**src/rtl/ps2_host_tx.sv**
```systemverilog
// ps2_host_tx
// Host-to-device PS/2 transmitter. It sends one command byte (for example
// 0xED set-LEDs, 0xFF reset, 0xF4 enable) to the attached keyboard using the
// request-to-send sequence. The block drives the shared PS/2 clock and data
// lines through open-drain enables and reads the raw pin levels back. While
// busy_o is high, the keyboard receiver next to this block must ignore the bus.
//
// Ports:
//   clk            system clock
//   rst            asynchronous, active-high reset; releases both lines
//   tx_valid_i     command byte available
//   tx_data_i      command byte
//   tx_ready_o     high only in IDLE; accept on tx_valid_i & tx_ready_o
//   ps2_clk_i      raw PS/2 clock pin level (asynchronous)
//   ps2_data_i     raw PS/2 data pin level (asynchronous)
//   ps2_clk_oe_o   1 = pull PS/2 clock low, 0 = release
//   ps2_data_oe_o  1 = pull PS/2 data low, 0 = release
//   busy_o         high in every state except IDLE
//   tx_done_o      one-cycle pulse: byte sent and the device acked
//   tx_err_o       one-cycle pulse: missing ack (or watchdog timeout)
//
// Build option:
//   PS2_TX_TIMEOUT_EN  when defined, a watchdog aborts a transfer that has seen
//                      no PS/2 clock falling edge for TIMEOUT_CYCLES cycles.

module ps2_host_tx #(
  parameter int CLK_FREQ   = 100_000_000,
  parameter int INHIBIT_US = 100,
  parameter int TIMEOUT_US = 15000
) (
  input  logic       clk,
  input  logic       rst,
  input  logic       tx_valid_i,
  input  logic [7:0] tx_data_i,
  output logic       tx_ready_o,
  input  logic       ps2_clk_i,
  input  logic       ps2_data_i,
  output logic       ps2_clk_oe_o,
  output logic       ps2_data_oe_o,
  output logic       busy_o,
  output logic       tx_done_o,
  output logic       tx_err_o
);

  localparam int INHIBIT_CYCLES = CLK_FREQ / 1_000_000 * INHIBIT_US;
  localparam int TIMEOUT_CYCLES = CLK_FREQ / 1_000_000 * TIMEOUT_US;
  localparam int INH_W = (INHIBIT_CYCLES > 1) ? $clog2(INHIBIT_CYCLES) : 1;

  // A zero-length inhibit or watchdog would break the protocol, so refuse to
  // elaborate with such a parameter set.
  if (INHIBIT_CYCLES < 1 || TIMEOUT_CYCLES < 1) begin : g_badParams
    $error("ps2_host_tx: INHIBIT and TIMEOUT durations must be at least one clock cycle");
  end

  typedef enum logic [2:0] {
    S_IDLE,
    S_INHIBIT,
    S_RTS,
    S_SHIFT,
    S_ACK,
    S_RELEASE
  } state_t;

  state_t           state_q;
  logic             clkOe_q;
  logic             dataOe_q;
  logic             txDone_q;
  logic             txErr_q;
  logic [7:0]       txData_q;
  logic             parity_q;
  logic             parity_d;
  logic [3:0]       bitCnt_q;
  logic [INH_W-1:0] inhCnt_q;
  logic             ackOk_q;

  logic             clkMeta_q;
  logic             clkSync_q;
  logic             clkHist_q;
  logic             dataMeta_q;
  logic             dataSync_q;
  logic             fallEdge;

  // Both pins are asynchronous and go through two flops. The clock pin also
  // gets a history flop so that a falling edge can be seen. The flops reset to
  // 1 because that is the idle level of the bus, which avoids a false edge
  // when reset is released.
  always_ff @(posedge clk or posedge rst) begin
    if (rst) begin
      clkMeta_q  <= 1'b1;
      clkSync_q  <= 1'b1;
      clkHist_q  <= 1'b1;
      dataMeta_q <= 1'b1;
      dataSync_q <= 1'b1;
    end else begin
      clkMeta_q  <= ps2_clk_i;
      clkSync_q  <= clkMeta_q;
      clkHist_q  <= clkSync_q;
      dataMeta_q <= ps2_data_i;
      dataSync_q <= dataMeta_q;
    end
  end

  assign fallEdge = clkHist_q & ~clkSync_q;

  // Odd parity over the command byte. It is latched together with the byte.
  assign parity_d = ~^tx_data_i;

`ifdef PS2_TX_TIMEOUT_EN
  localparam int WD_W = (TIMEOUT_CYCLES > 1) ? $clog2(TIMEOUT_CYCLES) : 1;
  logic [WD_W-1:0] wdCnt_q;
`endif

  // Main transfer FSM. Every line change happens on a registered output, and
  // a change only follows a device clock falling edge. That way the data line
  // moves only while the device holds the clock low. When the watchdog is
  // built in, its block comes after the case statement, so an abort takes
  // priority over whatever the state logic scheduled in the same cycle.
  always_ff @(posedge clk or posedge rst) begin
    if (rst) begin
      state_q  <= S_IDLE;
      clkOe_q  <= 1'b0;
      dataOe_q <= 1'b0;
      txDone_q <= 1'b0;
      txErr_q  <= 1'b0;
      txData_q <= '0;
      parity_q <= 1'b0;
      bitCnt_q <= '0;
      inhCnt_q <= '0;
      ackOk_q  <= 1'b0;
`ifdef PS2_TX_TIMEOUT_EN
      wdCnt_q  <= '0;
`endif
    end else begin
      txDone_q <= 1'b0;
      txErr_q  <= 1'b0;

      case (state_q)
        S_IDLE: begin
          clkOe_q  <= 1'b0;
          dataOe_q <= 1'b0;
          if (tx_valid_i) begin
            txData_q <= tx_data_i;
            parity_q <= parity_d;
            inhCnt_q <= '0;
            clkOe_q  <= 1'b1;
            state_q  <= S_INHIBIT;
          end
        end

        // The clock is held low for exactly INHIBIT_CYCLES cycles. The start
        // bit (data low) goes out on the same edge that releases the clock.
        S_INHIBIT: begin
          if (inhCnt_q == INH_W'(INHIBIT_CYCLES - 1)) begin
            clkOe_q  <= 1'b0;
            dataOe_q <= 1'b1;
            bitCnt_q <= 4'd0;
            state_q  <= S_RTS;
          end else begin
            inhCnt_q <= inhCnt_q + 1'b1;
          end
        end

        S_RTS: begin
          if (fallEdge) begin
            dataOe_q <= ~txData_q[0];
            bitCnt_q <= 4'd1;
            state_q  <= S_SHIFT;
          end
        end

        // bitCnt_q holds the number of edges seen so far. Edge n drives data
        // bit n-1 (edges 2..8), then parity (edge 9), then the stop bit is
        // released (edge 10).
        S_SHIFT: begin
          if (fallEdge) begin
            bitCnt_q <= bitCnt_q + 4'd1;
            if (bitCnt_q <= 4'd7) begin
              dataOe_q <= ~txData_q[bitCnt_q[2:0]];
            end else if (bitCnt_q == 4'd8) begin
              dataOe_q <= ~parity_q;
            end else begin
              dataOe_q <= 1'b0;
              state_q  <= S_ACK;
            end
          end
        end

        S_ACK: begin
          if (fallEdge) begin
            bitCnt_q <= 4'd11;
            ackOk_q  <= ~dataSync_q;
            clkOe_q  <= 1'b0;
            dataOe_q <= 1'b0;
            state_q  <= S_RELEASE;
          end
        end

        // Wait for the device to let go of both lines. The result pulse then
        // lands in the first IDLE cycle, and in that cycle tx_ready_o is
        // already high.
        S_RELEASE: begin
          if (clkSync_q & dataSync_q) begin
            txDone_q <= ackOk_q;
            txErr_q  <= ~ackOk_q;
            state_q  <= S_IDLE;
          end
        end

        default: begin
          clkOe_q  <= 1'b0;
          dataOe_q <= 1'b0;
          state_q  <= S_IDLE;
        end
      endcase

`ifdef PS2_TX_TIMEOUT_EN
      // The watchdog stays at zero in IDLE and INHIBIT, so it starts from zero
      // on entry to RTS. Every device clock edge restarts it.
      if (state_q != S_IDLE && state_q != S_INHIBIT) begin
        if (fallEdge) begin
          wdCnt_q <= '0;
        end else if (wdCnt_q == WD_W'(TIMEOUT_CYCLES - 1)) begin
          wdCnt_q  <= '0;
          clkOe_q  <= 1'b0;
          dataOe_q <= 1'b0;
          txDone_q <= 1'b0;
          txErr_q  <= 1'b1;
          state_q  <= S_IDLE;
        end else begin
          wdCnt_q <= wdCnt_q + 1'b1;
        end
      end else begin
        wdCnt_q <= '0;
      end
`endif
    end
  end

  assign tx_ready_o    = (state_q == S_IDLE);
  assign busy_o        = (state_q != S_IDLE);
  assign ps2_clk_oe_o  = clkOe_q;
  assign ps2_data_oe_o = dataOe_q;
  assign tx_done_o     = txDone_q;
  assign tx_err_o      = txErr_q;

endmodule
```
**config.mk**
```make
export PLATFORM = sky130hd
export DESIGN_NAME = ps2_host_tx
export DESIGN_NICKNAME = d
export VERILOG_FILES = /design/src/rtl/ps2_host_tx.sv
export SDC_FILE = /design/constraint.sdc
export NUM_CORES = 1
export LEC_CHECK = 0
export BUFFER_PORTS_ARGS = -buffer_cell sky130_fd_sc_hd__buf_2
export CORE_MARGIN = 5
export CORE_UTILIZATION = 45
export DETAILED_ROUTE_END_ITERATION = 7
export PLACE_DENSITY = 0.66
export RECOVER_POWER = 50
export SYNTH_ARGS = -nofsm -noshare
export SYNTH_HDL_FRONTEND = slang
export SYNTH_SLANG_ARGS = --single-unit
```
**constraint.sdc**
```tcl
create_clock -name clk -period 2.12 [get_ports clk]
set_input_delay 0.212 -clock clk [delete_from_list [all_inputs] [get_ports clk]]
set_output_delay 0.212 -clock clk [all_outputs]
set_load 0.005 [all_outputs]
```
# Yosys cells after proc, flatten, opt, wreduce, memory -nomap -nowiden

Index checks and enable logic that the tools add are counted.

Add/subtract/negate cells: 2
$lt $le $gt $ge: 2
Equal/unequal tests: 16
Muxes and demuxes: 33
Bitwise gates (word level): 10
Reduce and logical (&&, ||, !) cells: 13

Operators by type and width:

| operator                                                                         | count |
|---|---|
| 14-bit two-way mux                                                               | 2 |
| 14-bit one-hot mux with 2 select lines                                           | 1 |
| 3-bit two-way mux                                                                | 8 |
| 2-bit inequality test, second input constant                                     | 9 |
| 3-bit one-hot mux with 6 select lines                                            | 1 |
| 4-bit two-way mux                                                                | 4 |
| 4-bit one-hot mux with 4 select lines                                            | 1 |
| 14-bit by 1-bit adder with 14-bit output, second input constant                  | 1 |
| 14-bit == test, second input constant                                            | 1 |
| 1-bit two-way mux                                                                | 13 |
| 5-bit AND reduction                                                              | 2 |
| 1-bit inverter                                                                   | 8 |
| 8-bit AND reduction                                                              | 1 |
| 8-bit XNOR reduction                                                             | 1 |
| 3-bit by 2-bit == test with 1-bit output, second input constant                  | 2 |
| 3-bit == test, second input constant                                             | 2 |
| 3-bit AND reduction                                                              | 2 |
| 1-bit one-hot mux with 5 select lines                                            | 1 |
| 4-bit by 1-bit adder with 4-bit output, second input constant                    | 1 |
| 4-bit == test, second input constant                                             | 1 |
| 4-bit by 3-bit less-or-equal comparator with 1-bit output, second input constant | 1 |
| 3-bit by 4-bit < comparator with 1-bit output, second input constant             | 1 |
| 1-bit one-hot mux with 4 select lines                                            | 1 |
| 2-bit AND reduction                                                              | 2 |
| other kinds (8)                                                                  | 9 |

Bits in registers: 40
Bits of input ports: 13
Output and inout bits: 6
Word-level logic and storage cells: 91

# Longest topological paths before layout

Word-level depth: 6
Gate-level depth with buffers: 8
Gate-level depth less buffers: 7

# Least setup slack after synthesis

OpenSTA, ideal clock, no wires.

Kind: register to register
Start point: register inhCnt_q[5]
End point: register state_q[0]
Library setup time: 0.133 ns
Arrival time: 1.997 ns
Required time: 1.987 ns
Path slack: -0.011 ns
Stages on the path, launching flop included: 7
Buffers on the path: 1
Period minus slack after synthesis: 2.131 ns
Cells stage by stage: dfrtp_1 > or4b_4 > o41ai_4 > buf_6 > o211ai_4 > o21ai_0 > o31ai_1

Word-level cells in the longest chain between the ends: 3

Ends and longest elaborated chain:

| element                                | line | text |
|---|---|---|
| start, declared                        | 73   | `logic [INH_W-1:0] inhCnt_q;` |
| start signal, assigned                 | 159  | `inhCnt_q <= inhCnt_q + 1'b1;` |
| 14-bit == test                         | 153  | `if (inhCnt_q == INH_W'(INHIBIT_CYCLES - 1)) begin` |
| 2-bit inequality test (no source line) | --   |  |
| 8-bit AND reduction (no source line)   | --   |  |
| end signal, assigned                   | 146  | `state_q <= S_INHIBIT;` |
| end signal, assigned                   | 157  | `state_q <= S_RTS;` |
| end signal, assigned                   | 167  | `state_q <= S_SHIFT;` |
| end, declared                          | 64   | `state_t state_q;` |

Every way passes these cells.
A chain may end at the register's enable or synchronous reset.

# Final worst setup path

Start point: register inhCnt_q[11]
End point: register state_q[0]

Same word-level chain as after synthesis.

==> results.py <==
metrics = {
    "outcome": {
        "status": "completed",
    },
    "global_routing": {
        "grt_antenna_before_repair": 0,
        "grt_overflow_total": 0,
        "grt_max_degree": 41,
        "grt_pass1_wl_um": 8080,
        "grt_pass1_vias": 1689,
        "grt_usage": 0.165,
    },
    "sta": {
        "hold_slack_ns": 0.129,
        "worst_slew_pin_slew_ns": 0.981,
        "fmax_mhz": 490,
        "finalSetupViolCount": 0,
        "fin_crit_ns": 2.04,
        "final_hold_viol_count": 0,
        "fin_worst_skew_ns": 0.00736,
        "grt_setup_unrepaired": "true",
        "slew_headroom": 0.346,
        "fin_crit_sh": 0.963,
        "drv_slew": 0,
    },
    "clock_tree": {
        "cts_inserted_buffers": 5,
        "cts.clk_slew.worst_paths_ns": 0.08,
        "cts_tree": "yes",
        "cts_max_level": 2,
        "cts_max_path_buffers": 2,
        "cts_num_sinks": 40,
        "root_buffer": "clkbuf_8",
        "clk_latency_ns": 0.30,
    },
    "setup_path": {
        "setup.worst_path.end_class": "flip-flop",
        "startpoint_type": "flip-flop",
        "crit_chain": "or4b_4, o41ai_4, buf_4, o211ai_4, o21ai_0, o31ai_1",
        "worstPathRequired_ns": 2.30,
        "slowest_stage": "or4b_4",
        "cpPeakStageDelay_ns": 0.54,
        "arrival_ns": 2.22,
        "crit_fanout": 4,
        "critPathKind": "flip-flop to flip-flop",
    },
    "cells_and_area": {
        "drive_gt1_frac": 0.212,
        "finalNetCount": 270,
        "stdcell_count": 307,
        "num_antenna_cells": 0,
        "fill_cells": 406,
        "regArea_sq_um": 1010,
        "final_util": 0.555,
        "area_delta_synth_final_pct": 17.7,
        "multiInputGateArea_sq_um": 1010,
    },
    "floorplan": {
        "chipHeight_um": 78.2,
        "fp.coreArea_sq_um": 4440,
        "die_w_um": 78.2,
        "pin_count": 19,
        "die_area_sq_um": 6120,
        "rows": 24,
        "initial_core_util": 0.472,
    },
    "job": {
        "cap_violations": 0,
    },
    "logic_synthesis": {
        "synthCells": 221,
        "ys_seq_elements": 40,
        "netlist_top_cells_count": "nand2_1 (45), dfrtp_1 (35), nor2_1 (13), xnor2_1 (13), nor3_1 (11)",
        "yosysWarningCount": 0,
        "synth_top_area_cell": "dfrtp_1",
        "async_flop_share": 1.00,
        "synth-edff-count": 0,
        "yosysMostFrequentCell": "nand2_1",
        "yosysSeqAreaShare": 0.481,
        "synth_top_family_by_area": "simple AND/OR/NAND/NOR gates",
        "synthTopCellsByArea": "dfrtp_1 (42%), nand2_1 (8.1%), dfstp_2 (6.3%), xnor2_1 (5.4%), nor3_1 (2.6%)",
        "synth.avg_cell_area_sq_um": 9.48,
        "syn-num-nets": 237,
        "synth_area_sq_um": 2100,
        "yosys-mux-area-fraction": 0.0310,
        "synth_flop_cell": "dfrtp_1",
        "yosys.area_share.xor_xnor": 0.0585,
        "yosysTopAreaCellShare": 0.418,
        "yosys.area_share.simple": 0.235,
        "synth_compound_area_frac": 0.133,
        "post_synth_fa_ha_maj_area_fraction": 0.0227,
        "synth_cell_types": 39,
    },
    "power": {
        "p_total_w": 0.00291,
        "p_leak_nw": 1.12,
        "power_density_nw_per_um2": 1180,
        "ir_worst_vdd_mv": 0.643,
    },
    "route": {
        "detail_route.wl_per_cell_um": 14.5,
        "drcViolationCount": 0,
        "first_iter_violations": 185,
        "drt_wl_total_um": 4460,
        "ant_nets": 0,
        "vias_per_cell": 5.50,
        "routed-via-count": 1689,
        "drt_pass1_iterations": 4,
    },
    "place": {
        "place.gp.congestion": 0.849,
        "dpl.hpwl_um": 3150,
        "placed_cells": 296,
        "io_buffer_count": 18,
    },
    "min_path": {
        "min_path_type": "primary input to flip-flop",
    },
}
[cells in the final DEF (no fill, tap or decap), types with 2 or more instances in the layout]
cell,n
nand2b_1,3
o211ai_1,3
nand2_1,45
inv_1,10
and3_1,4
dfstp_2,5
nor3b_1,3
xnor2_1,13
nand3_1,7
o21ai_1,2
and2_1,2
a21oi_1,7
mux2i_1,2
clkbuf_8,5
o31ai_1,6
dfrtp_1,35
dlygate4sd3_1,2
buf_2,18
ha_1,3
a31oi_1,4
nor2b_1,4
o32ai_2,2
nor2_1,13
buf_4,14
mux4_2,2
nand4_1,3
o21ai_0,8
nor3_1,11
[flip-flops by register name, summed over array words and instances, names as in the netlist, 3 cells and up]
signal and cells:
txData_q 8, inhCnt_q 14, state_q 3, bitCnt_q 4
[power breakdown]
group | internal, W | switching (W)
Combinational | 0.000505 | 0.000678
Clock | 0.000348 | 0.000275
Sequential | 0.000963 | 0.000139
Total | 0.00182 | 0.00109
[what timing repair did]
| item | CTS | global route |
|---|---|---|
| hold buffers | 0 | 2 |
| resized for setup | 0 | 4 |
| setup buffers | 0 | 1 |
| hold endpoints to repair | 0 | 2 |
| endpoints found under the setup margin | 0 | 3 |
[worst paths after layout]
kind | startpoint | end | slack, ns | cells past startpoint
max reg2reg | inhCnt_q[11]$_DFFE_PP0P_ | state_q[0]$_DFFE_PP0P_ | 0.08 | 6
min | tx_data_i[5] | txData_q[5]$_DFFE_PP0P_ | 0.13 | 3
min in group asynchronous | rst | txData_q[1]$_DFFE_PP0P_ | 0.20 | 3
max | inhCnt_q[11]$_DFFE_PP0P_ | state_q[0]$_DFFE_PP0P_ | 0.08 | 6
min reg2reg | dataMeta_q$_DFF_PP1_ | dataSync_q$_DFF_PP1_ | 0.36 | 0
max in group asynchronous | rst | state_q[1]$_DFFE_PP0P_ | 1.30 | 3
[final cells by class]
| cell class | count | share of cell area |
|---|---|---|
| Multi-Input combinational cell | 161 | 0.411 |
| Clock inverter | 3 | 0.0173 |
| Inverter | 10 | 0.0152 |
| Sequential cell | 40 | 0.408 |
| Clock buffer | 5 | 0.0279 |
| Timing Repair Buffer | 36 | 0.0939 |
| Tap cell | 52 | 0.0264 |
[through the flow]
step                      setup slack, ns  instance area, sq um  setup TNS, ns
final                              0.0791                  2470              0
after global placement              0.150                  2320              0
after floorplan                   -0.0106                  2100        -0.0106
after detailed placement           0.0968                  2320              0
after global routing             -0.00588                  2470        -0.0101
after CTS                          0.0692                  2430              0
[logic make-up after synthesis]
logic type / Yosys count
and+or+nand+nor: 102
DFF: 40
AOI/OAI and AO/OA: 37
buffers and inverters: 20
xor gates and xnor gates: 14
muxes: 4
adders and majority gates: 4
[critical path: cells and delay by family, from the launching register on]
kind / cells / cell delay [ns]
flops: 1 / 0.41
compound gates: 4 / 0.77
simple gates: 1 / 0.54
buf+inv: 1 / 0.21
[routing by layer]
metal	track usage	share of wire	vias up
met5	0	0	-
met4	0.0629	0.012	0
met2	0.247	0.45	43
met1	0.237	0.49	807
met3	0.0320	0.046	4
li1	-	-	835
Power figures use the tool's default switching activity.
